--- config.mk ---
export PLATFORM = sky130hd
export DESIGN_NAME = alu32_arbiter
export DESIGN_NICKNAME = d
export VERILOG_FILES = /design/src/rtl/alu32_arbiter.sv
export SDC_FILE = /design/constraint.sdc
export NUM_CORES = 1
export LEC_CHECK = 0
export ABC_AREA = 1
export CAP_MARGIN = 10
export CORE_ASPECT_RATIO = 0.75
export CORE_MARGIN = 3
export CORE_UTILIZATION = 35
export DETAILED_ROUTE_END_ITERATION = 8
export GPL_ROUTABILITY_DRIVEN = 0
export PLACE_DENSITY = 0.65
export SETUP_SLACK_MARGIN = 0.02
export SYNTH_ARGS = -nofsm -noshare
export SYNTH_HDL_FRONTEND = slang
export SYNTH_HIERARCHICAL = 1
export SYNTH_SLANG_ARGS = --single-unit
--- constraint.sdc ---
create_clock -name clk -period 3.9 [get_ports clk]
set_input_delay 0.39 -clock clk [delete_from_list [all_inputs] [get_ports clk]]
set_output_delay 0.39 -clock clk [all_outputs]
set_load 0.05 [all_outputs]
--- src/rtl/alu32_arbiter.sv ---
// alu32_arbiter: round-robin sharing of one registered alu32 between two valid/ready requesters
module alu32 #(
    parameter int WIDTH = 32
) (
    input  logic [WIDTH-1:0] a,
    input  logic [WIDTH-1:0] b,
    input  logic [2:0]       ctrl,
    output logic [WIDTH-1:0] y
);
    // add, sub, and, or, signed set-less-than; unused codes yield zero
    always_comb begin
        case (ctrl)
            3'b000:  y = a + b;
            3'b001:  y = a - b;
            3'b010:  y = a & b;
            3'b011:  y = a | b;
            3'b101:  y = {{(WIDTH-1){1'b0}}, $signed(a) < $signed(b)};
            default: y = '0;
        endcase
    end
endmodule

module alu32_arbiter #(
    parameter int WIDTH       = 32,
    parameter int EXEC_CYCLES = 1
) (
    input  logic             clk,
    input  logic             rst_n,
    input  logic             r0_valid,
    output logic             r0_ready,
    input  logic [WIDTH-1:0] r0_a,
    input  logic [WIDTH-1:0] r0_b,
    input  logic [2:0]       r0_ctrl,
    output logic             r0_rsp_valid,
    input  logic             r0_rsp_ready,
    output logic [WIDTH-1:0] r0_result,
    input  logic             r1_valid,
    output logic             r1_ready,
    input  logic [WIDTH-1:0] r1_a,
    input  logic [WIDTH-1:0] r1_b,
    input  logic [2:0]       r1_ctrl,
    output logic             r1_rsp_valid,
    input  logic             r1_rsp_ready,
    output logic [WIDTH-1:0] r1_result,
    output logic             busy,
    output logic             grant
);
    localparam int CW = EXEC_CYCLES > 1 ? $clog2(EXEC_CYCLES) : 1;
    localparam logic [CW-1:0] LAST = CW'(EXEC_CYCLES - 1);

    typedef enum logic [1:0] {IDLE, EXEC, RESP} state_t;

    state_t           state_q, state_d;
    logic             ptr_q, ptr_d;
    logic             grant_q, grant_d;
    logic [WIDTH-1:0] a_q, a_d, b_q, b_d;
    logic [2:0]       ctrl_q, ctrl_d;
    logic [CW-1:0]    cnt_q, cnt_d;
    logic [WIDTH-1:0] res0_q, res0_d, res1_q, res1_d;
    logic [WIDTH-1:0] alu_y;
    logic             win;
    logic             rsp_hs;

    alu32 #(.WIDTH(WIDTH)) u_alu (
        .a    (a_q),
        .b    (b_q),
        .ctrl (ctrl_q),
        .y    (alu_y)
    );

    // winner selection, handshakes and Moore/Mealy outputs
    always_comb begin
        win          = (r0_valid & r1_valid) ? ~ptr_q : r1_valid;
        r0_ready     = rst_n & (state_q == IDLE) & r0_valid & ~win;
        r1_ready     = rst_n & (state_q == IDLE) & r1_valid & win;
        r0_rsp_valid = (state_q == RESP) & ~grant_q;
        r1_rsp_valid = (state_q == RESP) & grant_q;
        rsp_hs       = grant_q ? r1_rsp_ready : r0_rsp_ready;
        busy         = state_q != IDLE;
        grant        = grant_q;
        r0_result    = res0_q;
        r1_result    = res1_q;
    end

    // next state: capture on accept, count EXEC, store result, release on owner handshake
    always_comb begin
        state_d = state_q;
        ptr_d   = ptr_q;
        grant_d = grant_q;
        a_d     = a_q;
        b_d     = b_q;
        ctrl_d  = ctrl_q;
        cnt_d   = cnt_q;
        res0_d  = res0_q;
        res1_d  = res1_q;
        case (state_q)
            IDLE: begin
                if (r0_ready | r1_ready) begin
                    state_d = EXEC;
                    a_d     = win ? r1_a : r0_a;
                    b_d     = win ? r1_b : r0_b;
                    ctrl_d  = win ? r1_ctrl : r0_ctrl;
                    grant_d = win;
                    ptr_d   = win;
                    cnt_d   = '0;
                end
            end
            EXEC: begin
                cnt_d = cnt_q + CW'(1);
                if (cnt_q == LAST) begin
                    state_d = RESP;
                    cnt_d   = '0;
                    res0_d  = grant_q ? res0_q : alu_y;
                    res1_d  = grant_q ? alu_y : res1_q;
                end
            end
            RESP: state_d = rsp_hs ? IDLE : RESP;
            default: state_d = IDLE;
        endcase
    end

    // state registers with asynchronous active-low reset
    always_ff @(posedge clk or negedge rst_n) begin
        if (!rst_n) begin
            state_q <= IDLE;
            ptr_q   <= 1'b1;
            grant_q <= 1'b0;
            a_q     <= '0;
            b_q     <= '0;
            ctrl_q  <= '0;
            cnt_q   <= '0;
            res0_q  <= '0;
            res1_q  <= '0;
        end else begin
            state_q <= state_d;
            ptr_q   <= ptr_d;
            grant_q <= grant_d;
            a_q     <= a_d;
            b_q     <= b_d;
            ctrl_q  <= ctrl_d;
            cnt_q   <= cnt_d;
            res0_q  <= res0_d;
            res1_q  <= res1_d;
        end
    end
endmodule
==> results of run 1 <==
final cells by class:
type                    count  area share
flip-flops and latches    135      0.2188
inverters                 355     0.08629
clock inverters            12    0.009885
clock buffers              19     0.02803
repair buffers            223      0.1428
multi-input cells        1489      0.4771
well taps                 457     0.03703
layout by cell type (no fill, tap or decap), types with 18 or more instances in the layout:
cell type	count
sky130_fd_sc_hd__clkdlybuf4s50_1	206
sky130_fd_sc_hd__a21oi_1	53
sky130_fd_sc_hd__dfrtp_1	134
sky130_fd_sc_hd__inv_1	334
sky130_fd_sc_hd__nor2_1	92
sky130_fd_sc_hd__o21ai_0	97
sky130_fd_sc_hd__nand2_1	834
sky130_fd_sc_hd__inv_2	18
sky130_fd_sc_hd__ha_1	107
sky130_fd_sc_hd__nand3_1	178
sky130_fd_sc_hd__o22ai_1	21
flip-flops by register name, summed over array words and instances (netlist names):
register / cells
a_q: 32
b_q: 32
ctrl_q: 3
grant: 1
ptr_q: 1
r0_result: 32
r1_result: 32
state_q: 2
cell families (layout without fill, tap and decap cells):
| group | Yosys count | count (layout) | synth area share |
|---|---|---|---|
| AO/OA/AOI/OAI | 191 | 191 | 0.08291 |
| adder cells (fa/ha/maj) | 109 | 109 | 0.1102 |
| buffers and inverters | 441 | 609 | 0.1414 |
| flip-flops | 135 | 135 | 0.2701 |
| AND/OR/NAND/NOR | 1189 | 1189 | 0.3953 |
worst min-delay path by stage:
stage	start	slack, ps	cells after the start	end
3_3_place_gp	rst_n	230	1	r1_result[6]$_DFFE_PN0P_
5_1_grt	rst_n	350	2	r0_result[9]$_DFFE_PN0P_
4_1_cts	rst_n	350	2	r1_result[6]$_DFFE_PN0P_
3_5_place_dp	rst_n	240	1	r1_result[6]$_DFFE_PN0P_
6_report	rst_n	370	2	r1_result[10]$_DFFE_PN0P_
2_1_floorplan	rst_n	90	0	a_q[0]$_DFFE_PN0P_
metal layers:
metal | wire length (µm) | vias up
met1 | 21350 | 6039
met2 | 15620 | 672
li1 | - | 6635
met5 | 0 | -
met4 | 563 | 0
met3 | 5205 | 46
power by group through the flow:
stage / Sequential, mW / Combinational [mW] / Clock [mW]
6_report: 2.64 / 11.1 / 1.61
5_1_grt: 2.74 / 12.2 / 1.71
4_1_cts: 2.64 / 10.8 / 1.66
3_5_place_dp: 2.65 / 10.8 / 0
3_3_place_gp: 2.62 / 10.6 / 0
2_1_floorplan: 3.33 / 6.83 / 0
worst register-to-register path, delay by kind of cell, from the launching register on:
kind                   cells  cell delay (ps)
AOI/OAI and AO/OA          1              160
buffers and inverters      2             1020
DFF                        1              430
and+or+nand+nor            4             1050
cells in the mapped netlist, types with 4 or more instances:
| cell type | count |
|---|---|
| sky130_fd_sc_hd__nand3_2 | 6 |
| sky130_fd_sc_hd__nor3_1 | 14 |
| sky130_fd_sc_hd__o21bai_1 | 6 |
| sky130_fd_sc_hd__nand2_2 | 13 |
| sky130_fd_sc_hd__nand3_1 | 178 |
| sky130_fd_sc_hd__nand3b_1 | 6 |
| sky130_fd_sc_hd__buf_6 | 4 |
| sky130_fd_sc_hd__nor2_1 | 92 |
| sky130_fd_sc_hd__inv_1 | 334 |
| sky130_fd_sc_hd__nand4_1 | 14 |
| sky130_fd_sc_hd__buf_2 | 52 |
| sky130_fd_sc_hd__inv_2 | 18 |
| sky130_fd_sc_hd__o2111ai_1 | 8 |
| sky130_fd_sc_hd__ha_1 | 107 |
| sky130_fd_sc_hd__nor2_2 | 16 |
| sky130_fd_sc_hd__o21ai_0 | 97 |
| sky130_fd_sc_hd__a21oi_1 | 53 |
| sky130_fd_sc_hd__nand2_1 | 836 |
| sky130_fd_sc_hd__o22ai_1 | 21 |
| sky130_fd_sc_hd__dfrtp_1 | 134 |
| sky130_fd_sc_hd__clkbuf_1 | 25 |
| sky130_fd_sc_hd__buf_4 | 5 |
stage by stage:
step,hold slack [ps],utilization
after floorplan,94.41,-
after global placement,230.0,0.4243
after detailed placement,237.0,0.4243
after CTS,345.9,0.4413
after global routing,351.6,0.4413
final,365.6,0.4413
==> key figures, run 1 <==
Run status
  • Status: finished, final reports clean

Drt
  • Number of vias after detailed routing: 13392
  • Initial detailed-routing violation count: 1510
  • Avg Vias per Cell: 4.978
  • Post-route DRC violation count: 0
  • Number of iterations in the first detailed-routing pass: 9
  • Antenna-violating nets left: 0
  • Wirelength, routed: 42750 µm
  • Average routed wire per standard cell: 15.89 µm

Die
  • Starting Density: 0.3575
  • Number of standard-cell rows in the floorplan: 59
  • Total Die Area: 38070 µm²
  • Ports placed on the boundary: 210
  • DIE WIDTH: 224.3 µm
  • Die height: 169.7 µm
  • CORE AREA: 34990 µm²

GRT
  • Global Route met1 Usage: 0.3574
  • Global-route congestion overflow total: 0
  • Met2 global-route usage: 0.2825
  • Global-route met3 utilization: 0.06035
  • Via count of the first global-routing pass: 12046
  • Overall routing resource usage: 0.2206
  • Initial antenna violation count: 0
  • Routing layer with the top usage in global route: met1
  • Pin count of the biggest net entering global routing: 69
  • Global-route wire length before repair: 66000 µm

STA
  • Unrepaired setup endpoints after global routing: no
  • Portion of the clock cycle consumed by the worst path in the final layout: 0.7156
  • Setup TNS after final layout: 0 ps
  • Worst slew slack as a fraction of its limit: 0.3091
  • Worst Skew: 11.19 ps
  • Setup violators final: 0
  • Final hold violation count: 0
  • Maximum achievable frequency: 358.3 MHz
  • Minimum period implied by the final worst setup slack: 2791 ps
  • Max-slew violation total from the final report: 0
  • Setup ws final: 1109 ps
  • Measured slew at the worst slew-check pin: 1035 ps

Worst hold path
  • HP Class: primary input to async pin

Placed design
  • Cell total after placement: 2658
  • Post-DP HPWL: 34510 µm
  • Input/output buffers: 209
  • Post-place instance area: 14850 µm²
  • Post-Place Setup Slack: 1148 ps

Synthesis
  • Number of enable flip-flop cells after synthesis: 0
  • Register bit count reported by yosys: 135
  • Share of synthesized flip-flops with an asynchronous set or reset: 1.000
  • Sequential area share after synthesis: 0.2701
  • Largest area contributor in the synthesized netlist: sky130_fd_sc_hd__dfrtp_1
  • Cells taking the most area after synthesis: sky130_fd_sc_hd__dfrtp_1, sky130_fd_sc_hd__nand2_1, sky130_fd_sc_hd__ha_1
  • Mapped Nets: 2314
  • Mean cell area of the mapped netlist: 6.058 µm²
  • Synth cell types: 37
  • Yosys Warn Count: 6
  • Yosys top cell area share: 0.2680
  • Post-synthesis cell count: 2065
  • Post-synthesis cell area: 12510 µm²
  • Primary flip-flop cell chosen by synthesis mapping: sky130_fd_sc_hd__dfrtp_1

Critical path
  • Arrival time reported for the critical path endpoint: 2400 ps
  • Data required, critical path: 3510 ps
  • Master of the slowest instance on the critical path: sky130_fd_sc_hd__dfstp_2
  • End of the worst register-to-register path: r0_result[25]$_DFFE_PN0P_
  • Timing startpoint of the critical path: ptr_q$_DFFE_PN1P_
  • Critical-path cell list: nand2_2 > nand2_2 > buf_4 > nor3b_1 > buf_4
  • Number of buffers and inverters on the critical path: 2
  • Levels on crit path: 5
  • Crit Reg-Reg Startpoint: ctrl_q[2]$_DFFE_PN0P_
  • Register-to-register setup slack: 1160 ps
  • Category of the most critical setup path: flip-flop to primary output
  • Max incr delay on CP: 540 ps
  • Cell family with the largest share of critical-path delay: simple AND/OR/NAND/NOR gates
  • CP Launch Type: flip-flop
  • Path depth of the worst reg2reg path: 7
  • Critical path peak fanout: 40
  • Worst Setup EP: r0_ready
  • Element type at the critical path end: primary output

Pwr
  • Net switching component of the power: 9.060 mW
  • Reg power frac: 0.172
  • Total Power: 15.37 mW
  • Leakage power: 8.378 nW
  • Part of the power in the clock network: 0.105
  • Maximum VDD drop: 0.3924 mV
  • Net switching fraction of the power: 0.5896
  • Power density normalized to cell area: 995.0 nW/µm²
  • Internal portion of total power: 6.306 mW
  • Combinational group share of total power: 0.723

Clock tree
  • Reg clk slew, reported paths: 60 ps
  • Post-cts sizing count: 0
  • Clock sink count: 135
  • CTS tree: built
  • CTS HTree Levels: 4
  • Count of buffers added by post-CTS timing repair for setup: 0
  • Clock buffer count from CTS: 17
  • Clk root buf: sky130_fd_sc_hd__clkbuf_16
  • Clk_lat worst skew: 430 ps
  • # hold bufs at CTS: 1
  • Clock Path Buffers: 2

Final layout
  • Antenna diode count: 0
  • Footprint of the multi-input gates: 7367 µm²
  • Nets: 2470
  • Area Overhead vs Synth: 23.43%
  • Layout cells sized above 1: 0.04926
  • Sequential cell area: 3379 µm²
  • Final non-filler cell area: 15440 µm²
  • Fin cells: 2690
  • Fill cells: 3711

Flow run
  • Max-cap check violation count: 0
No activity file was read; power rests on OpenSTA's default activity.
==> inputs of run 2 (changes only) <==
PLACE_DENSITY = 0.68   (was 0.65)
clock period = 2.29 ns   (was 3.9 ns; I/O delays follow)
==> key figures, run 2 (synthesis results as in run 1) <==
STA
  • Unrepaired setup endpoints after global routing: yes (was no)
  • Worst Skew: 8.959 ps (was 11.19 ps)
  • Portion of the clock cycle consumed by the worst path in the final layout: 1.007
  • Setup violators final: 1 (was 0)
  • Setup ws final: -16.29 ps (was 1109 ps)
  • Worst slew slack as a fraction of its limit: 0.5306 (was 0.3091)
  • Measured slew at the worst slew-check pin: 704.1 ps (was 1035 ps)
  • Minimum period implied by the final worst setup slack: 2306 ps
  • Worst hold-check slack: 251.5 ps (was 365.6 ps)
  • Final hold violation count: 0 (unchanged)
  • Maximum achievable frequency: 433.6 MHz
  • Max-slew violation total from the final report: 0 (unchanged)

Die
  • Die height: 169.7 µm (unchanged)
  • Ports placed on the boundary: 210 (unchanged)
  • Starting Density: 0.3575 (unchanged)
  • DIE WIDTH: 224.3 µm (unchanged)
  • Number of standard-cell rows in the floorplan: 59 (unchanged)
  • CORE AREA: 34990 µm² (unchanged)
  • Total Die Area: 38070 µm² (unchanged)

Critical path
  • Number of buffers and inverters on the critical path: 4 (was 2)
  • Critical path peak fanout: 2 (was 40)
  • Element type at the critical path end: flip-flop (was primary output)
  • Max incr delay on CP: 460 ps (was 540 ps)
  • Master of the slowest instance on the critical path: sky130_fd_sc_hd__o21ai_1 (was sky130_fd_sc_hd__dfstp_2)
  • Cell family with the largest share of critical-path delay: compound AO/OA/AOI/OAI gates (was simple AND/OR/NAND/NOR gates)
  • Data required, critical path: 2580 ps (was 3510 ps)
  • Arrival time reported for the critical path endpoint: 2590 ps (was 2400 ps)
  • Category of the most critical setup path: flip-flop to flip-flop (was flip-flop to primary output)
  • Register-to-register setup slack: -20 ps (was 1160 ps)
  • Critical-path cell list: inv_2 > buf_4 > ha_1 > inv_1 > o21ai_1 > a21oi_2 > nand2_1 > a21oi_2 > nand2_1 > nand2_1 > nand3_1 > nand2_2 > inv_2 > o21ai_0 (was nand2_2 > nand2_2 > buf_4 > nor3b_1 > buf_4)
  • CP Launch Type: flip-flop (unchanged)
  • Crit path top cell by count: sky130_fd_sc_hd__nand2_1

Worst hold path
  • HP Class: primary input to flip-flop (was primary input to async pin)

Placed design
  • Post-Place Setup Slack: -159.6 ps (was 1148 ps)
  • Post-DP HPWL: 36790 µm (was 34510 µm)
  • Input/output buffers: 209 (unchanged)
  • Post-place instance area: 16230 µm² (was 14850 µm²)

GRT
  • Pin count of the biggest net entering global routing: 84 (was 69)
  • Via count of the first global-routing pass: 13349 (was 12046)
  • Global-route wire length before repair: 71210 µm (was 66000 µm)
  • Overall routing resource usage: 0.2380 (was 0.2206)
  • Initial antenna violation count: 0 (unchanged)
  • Global-route congestion overflow total: 0 (unchanged)

Final layout
  • Footprint of the multi-input gates: 8531 µm² (was 7367 µm²)
  • Nets: 2654 (was 2470)
  • Fill cells: 3428 (was 3711)
  • Antenna diode count: 0 (unchanged)
  • Most common cell after layout, fill and taps aside: sky130_fd_sc_hd__nand2_1 (unchanged)
  • Layout cells sized above 1: 0.2230 (was 0.04926)
  • Area Overhead vs Synth: 44.71% (was 23.43%)
  • Leading cell types in the layout, fill and taps excluded: sky130_fd_sc_hd__nand2_1, sky130_fd_sc_hd__inv_1, sky130_fd_sc_hd__clkdlybuf4s50_1, sky130_fd_sc_hd__buf_4, sky130_fd_sc_hd__nand3_1 (was sky130_fd_sc_hd__nand2_1, sky130_fd_sc_hd__inv_1, sky130_fd_sc_hd__clkdlybuf4s50_1, sky130_fd_sc_hd__nand3_1, sky130_fd_sc_hd__dfrtp_1)
  • Sequential cell area: 3379 µm² (unchanged)
  • Final non-filler cell area: 18100 µm² (was 15440 µm²)

Clock tree
  • Clock sink count: 135 (unchanged)
  • Clock Path Buffers: 2 (unchanged)
  • Clock buffer count from CTS: 17 (unchanged)
  • Reg clk slew, reported paths: 60 ps (about the same)
  • CTS HTree Levels: 4 (unchanged)
  • CTS tree: built (unchanged)
  • Clk_lat worst skew: 440 ps (was 430 ps)
  • Clk root buf: sky130_fd_sc_hd__clkbuf_16 (unchanged)

Drt
  • Antenna-violating nets left: 0 (unchanged)
  • Number of iterations in the first detailed-routing pass: 6 (was 9)
  • Post-route DRC violation count: 0 (unchanged)
  • Initial detailed-routing violation count: 1665 (was 1510)
  • Number of vias after detailed routing: 14351 (was 13392)
  • Average routed wire per standard cell: 16.47 µm (was 15.89 µm)
  • Avg Vias per Cell: 4.993 (was 4.978)
  • Wirelength, routed: 47330 µm (was 42750 µm)

Run status
  • Violations in the final reports: negative setup slack
  • Status: complete, but fails checks (was finished, final reports clean)

Flow run
  • Max-cap check violation count: 0 (unchanged)
[run 2: changes by cell type in the layout (fill, tap and decap cells not counted), moves of 34 or more]
cell                      change
sky130_fd_sc_hd__inv_2       +42
sky130_fd_sc_hd__nor2_1      -34
sky130_fd_sc_hd__ha_1        -34
sky130_fd_sc_hd__inv_1       -44
sky130_fd_sc_hd__nand2_1     -65
sky130_fd_sc_hd__nand2_2     +54
sky130_fd_sc_hd__buf_4      +170
[run 2: path summary, 6_finish.rpt]
| kind | from | to | depth (start not counted) |
|---|---|---|---|
| hold reg to reg | r0_result[6]$_DFFE_PN0P_ | r0_result[6]$_DFFE_PN0P_ | 2 |
| setup reg to reg | b_q[20]$_DFFE_PN0P_ | r1_result[0]$_DFFE_PN0P_ | 14 |
| setup / recovery | b_q[20]$_DFFE_PN0P_ | r1_result[0]$_DFFE_PN0P_ | 14 |
| hold / removal | r1_valid | a_q[11]$_DFFE_PN0P_ | 5 |
| min in group asynchronous | rst_n | a_q[23]$_DFFE_PN0P_ | 3 |
| max in group asynchronous | rst_n | a_q[20]$_DFFE_PN0P_ | 3 |
[run 2: area by class of cell]
| class | count | area share |
|---|---|---|
| sequential | 135 | 0.1867 |
| multi-input combinational | 1489 | 0.4712 |
| timing repair buffer | 407 | 0.2045 |
| inverter | 355 | 0.07388 |
| tap | 457 | 0.03158 |
| clock inverter | 11 | 0.006980 |
| clock buffer | 20 | 0.02522 |
[run 2: per-layer routing]
layer	part of all wire	global-route usage	vias up
met4	0.018	0.04943	0
met2	0.39	0.3249	726
met5	0	0	-
met1	0.48	0.3691	6539
li1	-	-	7014
met3	0.11	0.06502	72
[run 2: metrics by stage]
step,std cells,setup TNS [ps],utilization
floorplan,2065,0,-
global placement,2830,-271.7,0.4637
detailed placement,2830,-1360,0.4637
CTS,2862,0,0.4853
global route,2874,-877.0,0.5174
finish,2874,-16.29,0.5174
[run 2: timing repair]
item | in CTS | in global routing
gates cloned | 0 | 0
pin swaps | 3 | 54
hold endpoints to repair | 83 | 0
hold buffers | 1 | 0
endpoints found under the setup margin | 41 | 56
gates resized for setup | 51 | 293
setup buffers | 0 | 12
[run 2: worst register-to-register path, cell delays in order, from the launching register on]
cell and delay (ps):
sky130_fd_sc_hd__dfrtp_1 400, sky130_fd_sc_hd__inv_2 90, sky130_fd_sc_hd__buf_4 110, sky130_fd_sc_hd__ha_1 180
sky130_fd_sc_hd__inv_1 90, sky130_fd_sc_hd__o21ai_1 460, sky130_fd_sc_hd__a21oi_2 140, sky130_fd_sc_hd__nand2_1 160
sky130_fd_sc_hd__a21oi_2 80, sky130_fd_sc_hd__nand2_1 70, sky130_fd_sc_hd__nand2_1 50, sky130_fd_sc_hd__nand3_1 80
sky130_fd_sc_hd__nand2_2 100, sky130_fd_sc_hd__inv_2 80, sky130_fd_sc_hd__o21ai_0 80
Power of run 2 is not shown: default switching activity piles up to over one toggle a cycle in this logic, so the estimate is an artifact.
==> inputs of run 3 (changes only) <==
CAP_MARGIN = 20   (was 10)
CTS_BUF_LIST = sky130_fd_sc_hd__clkbuf_4 sky130_fd_sc_hd__clkbuf_8 sky130_fd_sc_hd__clkbuf_16   (was not set)
==> key figures, run 3 (synthesis results as in run 1) <==
Run status
  • Status: finished, final reports clean (was complete, but fails checks)

Final layout
  • Leading cell types in the layout, fill and taps excluded: sky130_fd_sc_hd__nand2_1, sky130_fd_sc_hd__inv_1, sky130_fd_sc_hd__clkdlybuf4s50_1, sky130_fd_sc_hd__buf_4, sky130_fd_sc_hd__nand3_1 (unchanged)
  • Fill cells: 3429 (was 3428)
  • Most common cell after layout, fill and taps aside: sky130_fd_sc_hd__nand2_1 (unchanged)
  • Area Overhead vs Synth: 44.84% (was 44.71%)
  • Nets: 2654 (unchanged)
  • Antenna diode count: 0 (unchanged)
  • Layout cells sized above 1: 0.2259 (was 0.2230)
  • Fin cells: 2874 (unchanged)

Clock tree
  • Reg clk slew, reported paths: 60 ps (about the same)
  • Clk root buf: sky130_fd_sc_hd__clkbuf_16 (unchanged)
  • Clk_lat worst skew: 440 ps (about the same)
  • CTS tree: built (unchanged)
  • Clock sink count: 135 (unchanged)
  • Clock Path Buffers: 2 (unchanged)
  • CTS HTree Levels: 4 (unchanged)
  • Clock buffer count from CTS: 17 (unchanged)

Critical path
  • End of the worst register-to-register path: r1_result[0]$_DFFE_PN0P_ (unchanged)
  • CP Launch Type: flip-flop (unchanged)
  • Levels on crit path: 13 (was 14)
  • Critical-path cell list: inv_2 > buf_4 > ha_1 > inv_1 > o21ai_1 > a21oi_2 > nand2_1 > a21oi_2 > nand3_1 > nand3_2 > nand2_2 > inv_2 > o21ai_0 (was inv_2 > buf_4 > ha_1 > inv_1 > o21ai_1 > a21oi_2 > nand2_1 > a21oi_2 > nand2_1 > nand2_1 > nand3_1 > nand2_2 > inv_2 > o21ai_0)
  • Number of buffers and inverters on the critical path: 4 (unchanged)
  • Master of the slowest instance on the critical path: sky130_fd_sc_hd__o21ai_1 (unchanged)
  • Max incr delay on CP: 430 ps (was 460 ps)
  • Cell family with the largest share of critical-path delay: compound AO/OA/AOI/OAI gates (unchanged)
  • Critical path peak fanout: 2 (unchanged)
  • Arrival time reported for the critical path endpoint: 2610 ps (was 2590 ps)
  • Path depth of the worst reg2reg path: 13 (was 14)
  • Element type at the critical path end: flip-flop (unchanged)
  • Category of the most critical setup path: flip-flop to flip-flop (unchanged)
  • Data required, critical path: 2640 ps (was 2580 ps)
  • Register-to-register setup slack: 30 ps (was -20 ps)
  • Crit Reg-Reg Startpoint: b_q[20]$_DFFE_PN0P_ (unchanged)

Drt
  • Antenna-violating nets left: 0 (unchanged)
  • Initial detailed-routing violation count: 1513 (was 1665)
  • Wirelength, routed: 47420 µm (was 47330 µm)
  • Avg Vias per Cell: 5.003 (was 4.993)
  • M1 wire length: 22830 µm (was 22770 µm)
  • Detailed-routed wire length on met3: 5299 µm (was 5315 µm)
  • Highest routed metal layer: met4 (unchanged)
  • Number of iterations in the first detailed-routing pass: 6 (unchanged)
  • Post-route DRC violation count: 0 (unchanged)
  • Number of vias after detailed routing: 14379 (was 14351)
  • Average routed wire per standard cell: 16.50 µm (was 16.47 µm)
  • Met2 layer wire length in the routed design: 18350 µm (was 18410 µm)

Worst hold path
  • HP Class: primary input to flip-flop (unchanged)
  • Cells on Worst Hold Path: 5 (unchanged)
  • Worst hold start: r1_valid (unchanged)
  • Terminating pin of the worst hold path: a_q[11]$_DFFE_PN0P_ (unchanged)

GRT
  • Pin count of the biggest net entering global routing: 84 (unchanged)
  • Global-route congestion overflow total: 0 (unchanged)
  • Via count of the first global-routing pass: 13352 (was 13349)
  • Global-route wire length before repair: 71280 µm (was 71210 µm)
  • Initial antenna violation count: 0 (unchanged)
  • Overall routing resource usage: 0.2381 (was 0.2380)

Die
  • CORE AREA: 34990 µm² (unchanged)
  • Starting Density: 0.3575 (unchanged)
  • Number of standard-cell rows in the floorplan: 59 (unchanged)
  • DIE WIDTH: 224.3 µm (unchanged)
  • Die height: 169.7 µm (unchanged)
  • Total Die Area: 38070 µm² (unchanged)
  • Ports placed on the boundary: 210 (unchanged)

Flow run
  • Max-cap check violation count: 0 (unchanged)

Placed design
  • Cell total after placement: 2830 (unchanged)
  • Post-DP HPWL: 36790 µm (unchanged)
  • Input/output buffers: 209 (unchanged)
  • Post-Place Setup Slack: -159.6 ps (unchanged)

STA
  • Worst slew slack as a fraction of its limit: 0.5328 (was 0.5306)
  • Worst hold-check slack: 250.1 ps (was 251.5 ps)
  • Portion of the clock cycle consumed by the worst path in the final layout: 0.9879 (was 1.007)
  • Worst Skew: 11.81 ps (was 8.959 ps)
  • Max-slew violation total from the final report: 0 (unchanged)
  • Setup TNS after final layout: 0 ps (was -16.29 ps)
  • Minimum period implied by the final worst setup slack: 2262 ps (was 2306 ps)
  • Final hold violation count: 0 (unchanged)
  • Setup violators final: 0 (was 1)
  • Maximum achievable frequency: 442.0 MHz (was 433.6 MHz)
  • Setup ws final: 27.77 ps (was -16.29 ps)
  • Measured slew at the worst slew-check pin: 700.8 ps (was 704.1 ps)
  • Unrepaired setup endpoints after global routing: yes (unchanged)
## run 3: cell counts in the layout (fill, tap and decap cells not counted)
Identical to the previous run, type by type.
## run 3: final cells by class
type,count,area [µm²],area share
multi-input cells,1489,8546,0.4716
repair buffers,407,3702,0.2043
flip-flops and latches,135,3379,0.1865
inverters,355,1335,0.07367
well taps,457,571.8,0.03155
clock buffers,20,460.4,0.02541
clock inverters,11,126.4,0.006974
## run 3: worst max path at each step
stage,startpoint,end,slack [ps]
final,b_q[20]$_DFFE_PN0P_,r1_result[0]$_DFFE_PN0P_,30
after global routing,b_q[10]$_DFFE_PN0P_,r1_result[18]$_DFFE_PN0P_,-70
after CTS,a_q[0]$_DFFE_PN0P_,r1_result[0]$_DFFE_PN0P_,20
after detailed placement,a_q[0]$_DFFE_PN0P_,r0_result[0]$_DFFE_PN0P_,-160
after global placement,b_q[0]$_DFFE_PN0P_,r1_result[24]$_DFFE_PN0P_,-50
after floorplan,b_q[0]$_DFFE_PN0P_,r0_result[16]$_DFFE_PN0P_,260
## run 3: worst min-delay path, delay by kind of cell
kind	cells	cell delay (ps)
buffers and inverters	1	130
and+or+nand+nor	4	280
## run 3: timing repair
| item | CTS | global route |
|---|---|---|
| pin swaps | 3 | 52 |
| setup buffers | 0 | 12 |
| resized for setup | 51 | 299 |
| hold buffers | 1 | 0 |
| endpoints found under the setup margin | 41 | 56 |
| endpoints found under the hold margin | 83 | 0 |
## run 3: metrics by stage
step	instance area [µm²]	utilization
2_1_floorplan	12520	-
3_3_place_gp	16230	0.4637
3_5_place_dp	16230	0.4637
4_1_cts	16990	0.4854
5_1_grt	18120	0.5179
6_report	18120	0.5179
## run 3: metal layers
layer	vias up	GRT usage
li1	7016	-
met1	6536	0.3695
met2	739	0.3249
met5	-	0
met4	0	0.04943
met3	88	0.06502
Power of run 3 is left out for the same reason.
